$ cat src/rtl/axi_xbar_drain_ctrl.sv
// ---------------------------------------------------------------------------
// axi_xbar_drain_ctrl
//
// Drain-and-clear sequencer for the clearable AXI crossbar. Counts outstanding
// write (AW->B) and read (AR->R-last) transactions on every crossbar slave
// port. On a clear request it gates new AW/AR requests, waits for the
// in-flight transactions to drain (bounded by an optional timeout), pulses
// the crossbar clear for one cycle, then holds the acknowledge until the
// request is withdrawn.
//
// Ports:
//   clk_i, rst_i   clock, asynchronous active-high reset
//   clr_i          clear request (level, held until clr_ack_o)
//   aw_hs_i        AW handshake per port (post-gating)
//   b_hs_i         B handshake per port
//   ar_hs_i        AR handshake per port (post-gating)
//   r_last_hs_i    R last-beat handshake per port
//   gate_aw_o      per port: block new AW (saturated or sequence active)
//   gate_ar_o      per port: block new AR (saturated or sequence active)
//   xbar_clr_o     one-cycle clear pulse to the crossbar
//   clr_ack_o      clear complete, held while clr_i stays high
//   busy_o         sequencer not idle
//   timeout_o      sticky: last clear was forced by the timeout
//   err_o          sticky: a counter underflow was observed
//
// All outputs decode from registers only; no input reaches an output
// combinationally.
// ---------------------------------------------------------------------------
module axi_xbar_drain_ctrl #(
  parameter int unsigned NumSlvPorts   = 4,
  parameter int unsigned MaxPending    = 24,
  parameter int unsigned TimeoutCycles = 1024
) (
  input  logic                   clk_i,
  input  logic                   rst_i,
  input  logic                   clr_i,
  input  logic [NumSlvPorts-1:0] aw_hs_i,
  input  logic [NumSlvPorts-1:0] b_hs_i,
  input  logic [NumSlvPorts-1:0] ar_hs_i,
  input  logic [NumSlvPorts-1:0] r_last_hs_i,
  output logic [NumSlvPorts-1:0] gate_aw_o,
  output logic [NumSlvPorts-1:0] gate_ar_o,
  output logic                   xbar_clr_o,
  output logic                   clr_ack_o,
  output logic                   busy_o,
  output logic                   timeout_o,
  output logic                   err_o
);

  localparam int unsigned CntW = $clog2(MaxPending + 1);
  // A disabled timeout still needs a legal (non-zero) counter width.
  localparam int unsigned TmoW = (TimeoutCycles == 0) ? 1 : $clog2(TimeoutCycles + 1);
  localparam logic [CntW-1:0] CntMax = CntW'(MaxPending);
  localparam logic [TmoW-1:0] TmoMax = TmoW'(TimeoutCycles);

  typedef enum logic [1:0] {
    IDLE,
    DRAIN,
    CLEAR,
    ACK
  } state_e;

  state_e state_q, state_d;

  logic [CntW-1:0]        wcnt_q [NumSlvPorts];
  logic [CntW-1:0]        rcnt_q [NumSlvPorts];
  logic [TmoW-1:0]        tmo_q;
  logic                   all_zero;
  logic                   tmo_hit;
  logic [NumSlvPorts-1:0] w_uflow;
  logic [NumSlvPorts-1:0] r_uflow;

  // Saturating up/down step; simultaneous inc and dec cancel out.
  function automatic logic [CntW-1:0] cnt_next(input logic [CntW-1:0] cnt,
                                               input logic            inc,
                                               input logic            dec);
    cnt_next = cnt;
    if (inc && !dec && cnt != CntMax) cnt_next = cnt + 1'b1;
    else if (dec && !inc && cnt != '0) cnt_next = cnt - 1'b1;
  endfunction

  // NOTE: every signal assigned in an always_comb gets a default first, so no
  // path through the block leaves it unassigned and no latch is inferred.
  always_comb begin
    all_zero = 1'b1;
    w_uflow  = '0;
    r_uflow  = '0;
    for (int p = 0; p < NumSlvPorts; p++) begin
      if (wcnt_q[p] != '0 || rcnt_q[p] != '0) all_zero = 1'b0;
      w_uflow[p] = b_hs_i[p] & ~aw_hs_i[p] & (wcnt_q[p] == '0);
      r_uflow[p] = r_last_hs_i[p] & ~ar_hs_i[p] & (rcnt_q[p] == '0);
    end
    tmo_hit = (TimeoutCycles != 0) && (tmo_q == TmoMax);
  end

  always_comb begin
    state_d = state_q;
    unique case (state_q)
      IDLE:    if (clr_i) state_d = DRAIN;
      // Normal drain has priority over the timeout when both hold.
      DRAIN:   if (all_zero || tmo_hit) state_d = CLEAR;
      CLEAR:   state_d = ACK;
      ACK:     if (!clr_i) state_d = IDLE;
      default: state_d = IDLE;
    endcase
  end

  // NOTE: sequential state is updated with non-blocking assignments only, so
  // every register samples the pre-edge values regardless of block order.
  always_ff @(posedge clk_i or posedge rst_i) begin
    if (rst_i) state_q <= IDLE;
    else       state_q <= state_d;
  end

  // NOTE: the per-port counter arrays are reset like ordinary registers: the
  // drain decision and the saturation gates read them from the first cycle.
  always_ff @(posedge clk_i or posedge rst_i) begin
    if (rst_i) begin
      for (int p = 0; p < NumSlvPorts; p++) begin
        wcnt_q[p] <= '0;
        rcnt_q[p] <= '0;
      end
      err_o <= 1'b0;
    end else if (state_q == CLEAR) begin
      // The crossbar is being cleared: forget everything, including this
      // cycle's handshakes.
      for (int p = 0; p < NumSlvPorts; p++) begin
        wcnt_q[p] <= '0;
        rcnt_q[p] <= '0;
      end
    end else begin
      for (int p = 0; p < NumSlvPorts; p++) begin
        wcnt_q[p] <= cnt_next(wcnt_q[p], aw_hs_i[p], b_hs_i[p]);
        rcnt_q[p] <= cnt_next(rcnt_q[p], ar_hs_i[p], r_last_hs_i[p]);
      end
      if ((|w_uflow) || (|r_uflow)) err_o <= 1'b1;
    end
  end

  always_ff @(posedge clk_i or posedge rst_i) begin
    if (rst_i) begin
      tmo_q     <= '0;
      timeout_o <= 1'b0;
    end else begin
      if (state_q == DRAIN && TimeoutCycles != 0) tmo_q <= tmo_q + 1'b1;
      else                                        tmo_q <= '0;

      if (state_q == IDLE && clr_i)                        timeout_o <= 1'b0;
      else if (state_q == DRAIN && !all_zero && tmo_hit)   timeout_o <= 1'b1;
    end
  end

  always_comb begin
    for (int p = 0; p < NumSlvPorts; p++) begin
      gate_aw_o[p] = (state_q != IDLE) || (wcnt_q[p] == CntMax);
      gate_ar_o[p] = (state_q != IDLE) || (rcnt_q[p] == CntMax);
    end
    xbar_clr_o = (state_q == CLEAR);
    clr_ack_o  = (state_q == ACK);
    busy_o     = (state_q != IDLE);
  end

endmodule

$ cat config.mk
export PLATFORM = sky130hd
export DESIGN_NAME = axi_xbar_drain_ctrl
export DESIGN_NICKNAME = d
export VERILOG_FILES = /design/src/rtl/axi_xbar_drain_ctrl.sv
export SDC_FILE = /design/constraint.sdc
export NUM_CORES = 1
export LEC_CHECK = 0
export ABC_AREA = 1
export ABC_CLOCK_PERIOD_IN_PS = 2640
export CORE_MARGIN = 1.5
export CORE_UTILIZATION = 40
export DETAILED_ROUTE_END_ITERATION = 7
export MAX_ROUTING_LAYER = met4
export PLACE_DENSITY_LB_ADDON = 0.15
export SYNTH_ARGS = -nofsm -noshare
export SYNTH_HDL_FRONTEND = slang
export SYNTH_SLANG_ARGS = --single-unit
export TNS_END_PERCENT = 1
$ cat constraint.sdc
create_clock -name clk_i -period 2.64 [get_ports clk_i]
set_input_delay 0.264 -clock clk_i [delete_from_list [all_inputs] [get_ports clk_i]]
set_output_delay 0.264 -clock clk_i [all_outputs]
set_load 0.01 [all_outputs]
-- After elaboration in Yosys (flattened, before gate mapping)
Index checks and enable logic that the tools add are counted.
W data, S select, Z words.
- bits in registers: 55
- input bits: 19
- output and inout bits: 13
- word-level logic and storage cells: 203
- add/sub/neg operators: 17
- equality and inequality tests: 23
- mux-type cells: 29
- bitwise gates (word level): 25
- reduce and logical (&&, ||, !) cells: 97
- operators with widths (kind ; count):
    $mux W5 ; 16
    $add A5 B1 Y5 const B ; 8
    $eq A5 B5 Y1 const B ; 8
    $logic_not A5 Y1 ; 8
    $mux W20 ; 2
    $ne A5 B5 Y1 const B ; 8
    $reduce_bool A5 Y1 ; 8
    $sub A5 B1 Y5 const B ; 8
    $logic_and A1 B1 Y1 ; 35
    $reduce_bool A3 Y1 ; 8
    $logic_not A1 Y1 ; 17
    $and A1 B1 Y1 ; 16
    $logic_or A1 B1 Y1 ; 14
    $add A11 B1 Y11 const B ; 1
    $eq A11 B11 Y1 const B ; 1
    $mux W11 ; 1
    $not A1 Y1 ; 9
    $pmux W2 S4 ; 1
    $reduce_or A4 Y1 ; 2
    $mux W1 ; 6
    $mux W2 ; 3
    $ne A2 B2 Y1 const B ; 3
    $eq A2 B2 Y1 const B ; 2
    $reduce_bool A2 Y1 ; 2
    4 further kinds ; 4

-- Longest topological paths before layout
- depth after elaboration: 11
- depth in mapped cells: 13
- gate-level depth less buffers: 13

-- Worst setup path before layout
OpenSTA, ideal clock, no wires.
- path kind: register to register
- start point: reg wcnt_q[10] (netlist bit)
- end point: reg wcnt_q[14] (netlist bit)
- setup time: 0.116 ns
- data arrival time: 1.791 ns
- data required time: 2.524 ns
- slack: 0.733 ns
- stages on the path, launching flop included: 13
- buffers on the path: 0
- clock period less this slack: 1.907 ns
- path through: dfrtp_1 -> nor2_2 -> nand4_2 -> nand3_2 -> inv_2 -> fa_1 -> o21ai_0 -> nand2_1 -> nand3_1 -> nand2_1 -> xor2_1 -> nand2_1 -> nand2_1
- longest elaborated chain between the ends: 4
- elaborated cells between the ends (all ways): 10
- classes of those cells: 2 x add/sub; 1 x eq/ne; 3 x mux; 4 x reduce/logical
- RTL lines (element ; RTL line ; source):
    start: declaration ; 65 ; logic [CntW-1:0] wcnt_q [NumSlvPorts];
    start signal: indexed assignment ; 133 ; wcnt_q[p] <= cnt_next(wcnt_q[p], aw_hs_i[p], b_hs_i[p]);
    $sub A5 B1 Y5 or $ne A5 B5 Y1 (tied branches) ; 79, 78 ;
    $mux W5 or $logic_and A1 B1 Y1 (tied branches) ; 79, 78 ;
    $mux W5 ; 78 ; if (inc && !dec && cnt != CntMax) cnt_next = cnt + 1'b1;
    $mux W20 ; 124 ; end else if (state_q == CLEAR) begin
Several ways; a longest one is shown, not always the timed one. The select of a mux whose other input is x is not followed.
A chain may end at the register's enable or synchronous reset.

-- Worst setup path in the final report
- start point: reg state_q[0]
- end point: out gate_ar_o[3]
- longest elaborated chain between the ends: 2
- RTL lines (element ; RTL line ; source):
    start: declaration ; 63 ; state_e state_q, state_d;
    start signal: assignment ; 112 ; else state_q <= state_d;
    $reduce_bool A2 Y1 ; 156 ; gate_ar_o[p] = (state_q != IDLE) || (rcnt_q[p] == CntMax);
    $logic_or A1 B1 Y1 ; 156 ;
    end: declaration ; 42 ; output logic [NumSlvPorts-1:0] gate_ar_o,
Every way passes these cells.

==> impl_metrics.toml <==
[drt]
finalWirelength_um = 8700
remaining_drc_errors = 0
vias = 3440
first_pass_iters = 4
viasPerCell = 4.88
antenna_left = 0
wire_per_inst_um = 12.3
dr.first_iter.drc_count = 161

[die]
fp-row-count = 37
die_w_um = 105
die_y_um = 105
start_util_pct = 40.7
die_area_um2 = 11000
ios = 32
coreArea_um2 = 10200

[worst_hold_path]
worstHoldPathType = "in -> async"

[critical_path]
slowest_delay_ns = 0.54
worstSetupPathType = "reg -> out"
slowest_stage = "clkdlybuf4s50_1"
cp_max_fo = 6
start_kind = "flop"
critPathCaptureType = "primary output"
cp_num_buf_inv = 3
crit_required_ns = 2.38
cp.arrival_ns = 1.95
cp_top_family = "buffers and inverters"
path_cells = "inv_1 -> ha_1 -> buf_4 -> nand2_1 -> clkdlybuf4s50_1"

[timing]
finClkSkew_ns = 0.00874
tightest_slew_ns = 0.580
period_needed_ns = 2.21
finalHoldViolCount = 0
maxSlewHeadroom_pct = 61.3
rsz0062_at_grt = "false"
fin_setup_tns_ns = 0
finalMaxSlewViolations = 0
setup-violations-final = 0
fmax_mhz = 452
min_period_over_period_pct = 83.8

[synthesis]
ys_ff_latch = 55
yosysWarningCount = 0
syn_avg_cell_area_um2 = 7.85
synth_cells = 530
synth_cell_types = 33
syn_area_um2 = 4160
syn_nets = 590
yosysSeqAreaShare_pct = 33.1

[clocking]
hold_buffers = 0
clk_pin_slew_worst_paths_ns = 0.11
post-cts-setup-buffers = 0
clock-sinks = 55
cts_tree = "built"
cts.path.max_buffers = 2
cts-root-buf = "clkbuf_8"
htreeDepth = 2
cts_made_buffers = 5
clkLatencyLatePin_ns = 0.32
cts_resized = 0

[grt]
grt_antenna_before_repair = 0
grt_pass1_wl_um = 15500
grt_start_max_net_pins = 33
grt_pass1_vias = 3406
gr-usage-all-layers_pct = 17.7
grt-ovfl-total = 0

[power_and_ir_drop]
powerDensity_nw_per_um2 = 1060
p_leak_nw = 2.33
vdd_drop_max_v = 0.000533

[finish]
layout.cells.non_filler = 705
drive_gt1_share_pct = 11.4
final_nets = 628
antenna_cells = 0
syn_to_final_growth_pct = 14.0

[placed_design]
gp_congestion = 0.825
dp_hpwl_um = 6680
port_buffers = 31
dp.cells = 697

[status]
status = "finished, final reports clean"

[run]
cap_violations = 0
[per-layer routing]
metal / track usage, % / wire length [µm] / up-vias
met1: 23.1 / 4310 / 1602
met4: 4.89 / 71 / 0
met2: 29.2 / 4150 / 39
met3: 1.93 / 172 / 6
met5: - / 0 / -
li1: - / - / 1793
[logic make-up (layout without fill, tap and decap cells)]
kind of cell / after synthesis / after routing / share of synthesized area [%]
and+or+nand+nor: 221 / 221 / 26.8
buffers and inverters: 106 / 145 / 9.95
AOI/OAI and AO/OA: 88 / 88 / 12.4
DFF: 55 / 55 / 33.1
adders and majority gates: 41 / 41 / 13.8
xor gates and xnor gates: 19 / 19 / 4.00
[through the flow]
step / worst slack [ns] / hold slack, ns / utilization (%) / cell area [µm²] / power [mW]
finish: 0.428 / 0.313 / 46.4 / 4740 / 5.04
global route: 0.296 / 0.346 / 46.4 / 4740 / 5.62
CTS: 0.390 / 0.341 / 46.4 / 4740 / 5.09
detailed placement: 0.384 / 0.484 / 45.4 / 4650 / 4.58
global placement: 0.429 / 0.482 / 45.4 / 4650 / 4.50
floorplan: 0.733 / 0.448 / - / 4160 / 3.78
[cells in the final DEF, fill, tap and decap left out, types with 6 or more instances in the layout]
cell / instances
dfrtp_1: 55
a21oi_1: 26
inv_1: 94
nand3_2: 10
ha_1: 33
nand3b_1: 7
nor2_2: 8
fa_1: 8
o21ai_0: 16
nor2_1: 27
o21ai_1: 14
nor2_4: 7
nand3_1: 28
inv_2: 9
clkdlybuf4s50_1: 31
o22ai_1: 16
o21ai_2: 7
nand2_1: 107
xor2_1: 15
nor3_1: 6
nand4_1: 11
[Yosys cell counts]
| cell type | n | area, µm² |
|---|---|---|
| inv_2 | 8 | 30.0 |
| ha_1 | 33 | 413 |
| or2_2 | 1 | 6.26 |
| dfrtp_1 | 55 | 1380 |
| nand2_2 | 3 | 18.8 |
| nand3_1 | 28 | 140 |
| a21o_1 | 1 | 7.51 |
| o21ai_1 | 14 | 70.1 |
| xor2_1 | 15 | 131 |
| buf_6 | 2 | 22.5 |
| a21oi_2 | 4 | 35.0 |
| a21boi_0 | 1 | 7.51 |
| inv_1 | 95 | 357 |
| o22ai_1 | 16 | 100 |
| buf_2 | 1 | 5.00 |
| nor2_4 | 7 | 78.8 |
| o211ai_1 | 2 | 15.0 |
| nand2_1 | 107 | 402 |
| a21oi_1 | 26 | 130 |
| nand4_2 | 4 | 50.1 |
| nor2_1 | 27 | 101 |
| nand3_2 | 10 | 100 |
| xnor2_1 | 4 | 35.0 |
| a211oi_1 | 1 | 7.51 |
| nor3b_2 | 1 | 12.5 |
| o21ai_2 | 7 | 61.3 |
| o21ai_0 | 16 | 80.1 |
| nor3_1 | 6 | 30.0 |
| nand3b_1 | 7 | 52.6 |
| fa_1 | 8 | 160 |
| nor4_1 | 1 | 6.26 |
| nand4_1 | 11 | 68.8 |
| nor2_2 | 8 | 50.1 |
[state kept, by name, summed over array words and instances, names as in the netlist]
register,cells
rcnt_q,20
tmo_q,11
state_q,2
timeout_o,1
wcnt_q,20
err_o,1
[worst paths after layout]
check | end | slack [ns] | depth (start not counted) | startpoint
setup / recovery | gate_ar_o[3] | 0.43 | 5 | state_q[0]
hold / removal | rcnt_q[6] | 0.31 | 2 | rst_i
setup reg to reg | wcnt_q[14] | 0.49 | 13 | wcnt_q[10]
hold reg to reg | err_o | 0.51 | 1 | err_o
max in group asynchronous | rcnt_q[10] | 1.74 | 3 | rst_i
min in group clk_i | err_o | 0.51 | 1 | err_o
[report_power, final]
part | total, mW | internal, mW | switching [mW]
sequential | 1.50 | 1.17 | 0.335
combinational | 3.04 | 1.28 | 1.76
clock | 0.500 | 0.191 | 0.309
total | 5.04 | 2.64 | 2.40
[worst reg2reg max path, delay by kind of cell (launching register included)]
kind | cells | cell delay (ns)
and+or+nand+nor | 9 | 0.80
DFF | 1 | 0.45
adders and majority gates | 1 | 0.41
AOI/OAI and AO/OA | 1 | 0.21
xor gates and xnor gates | 1 | 0.14
buffers and inverters | 1 | 0.08
[final cells by class]
class	count	area, µm²
inverters	103	387
fillers	1019	5490
clock buffers	5	68.8
well taps	136	170
multi-input cells	369	2370
flip-flops and latches	55	1380
clock inverters	3	25.0
repair buffers	34	345
Note: power is estimated with default switching activity, not from simulation.
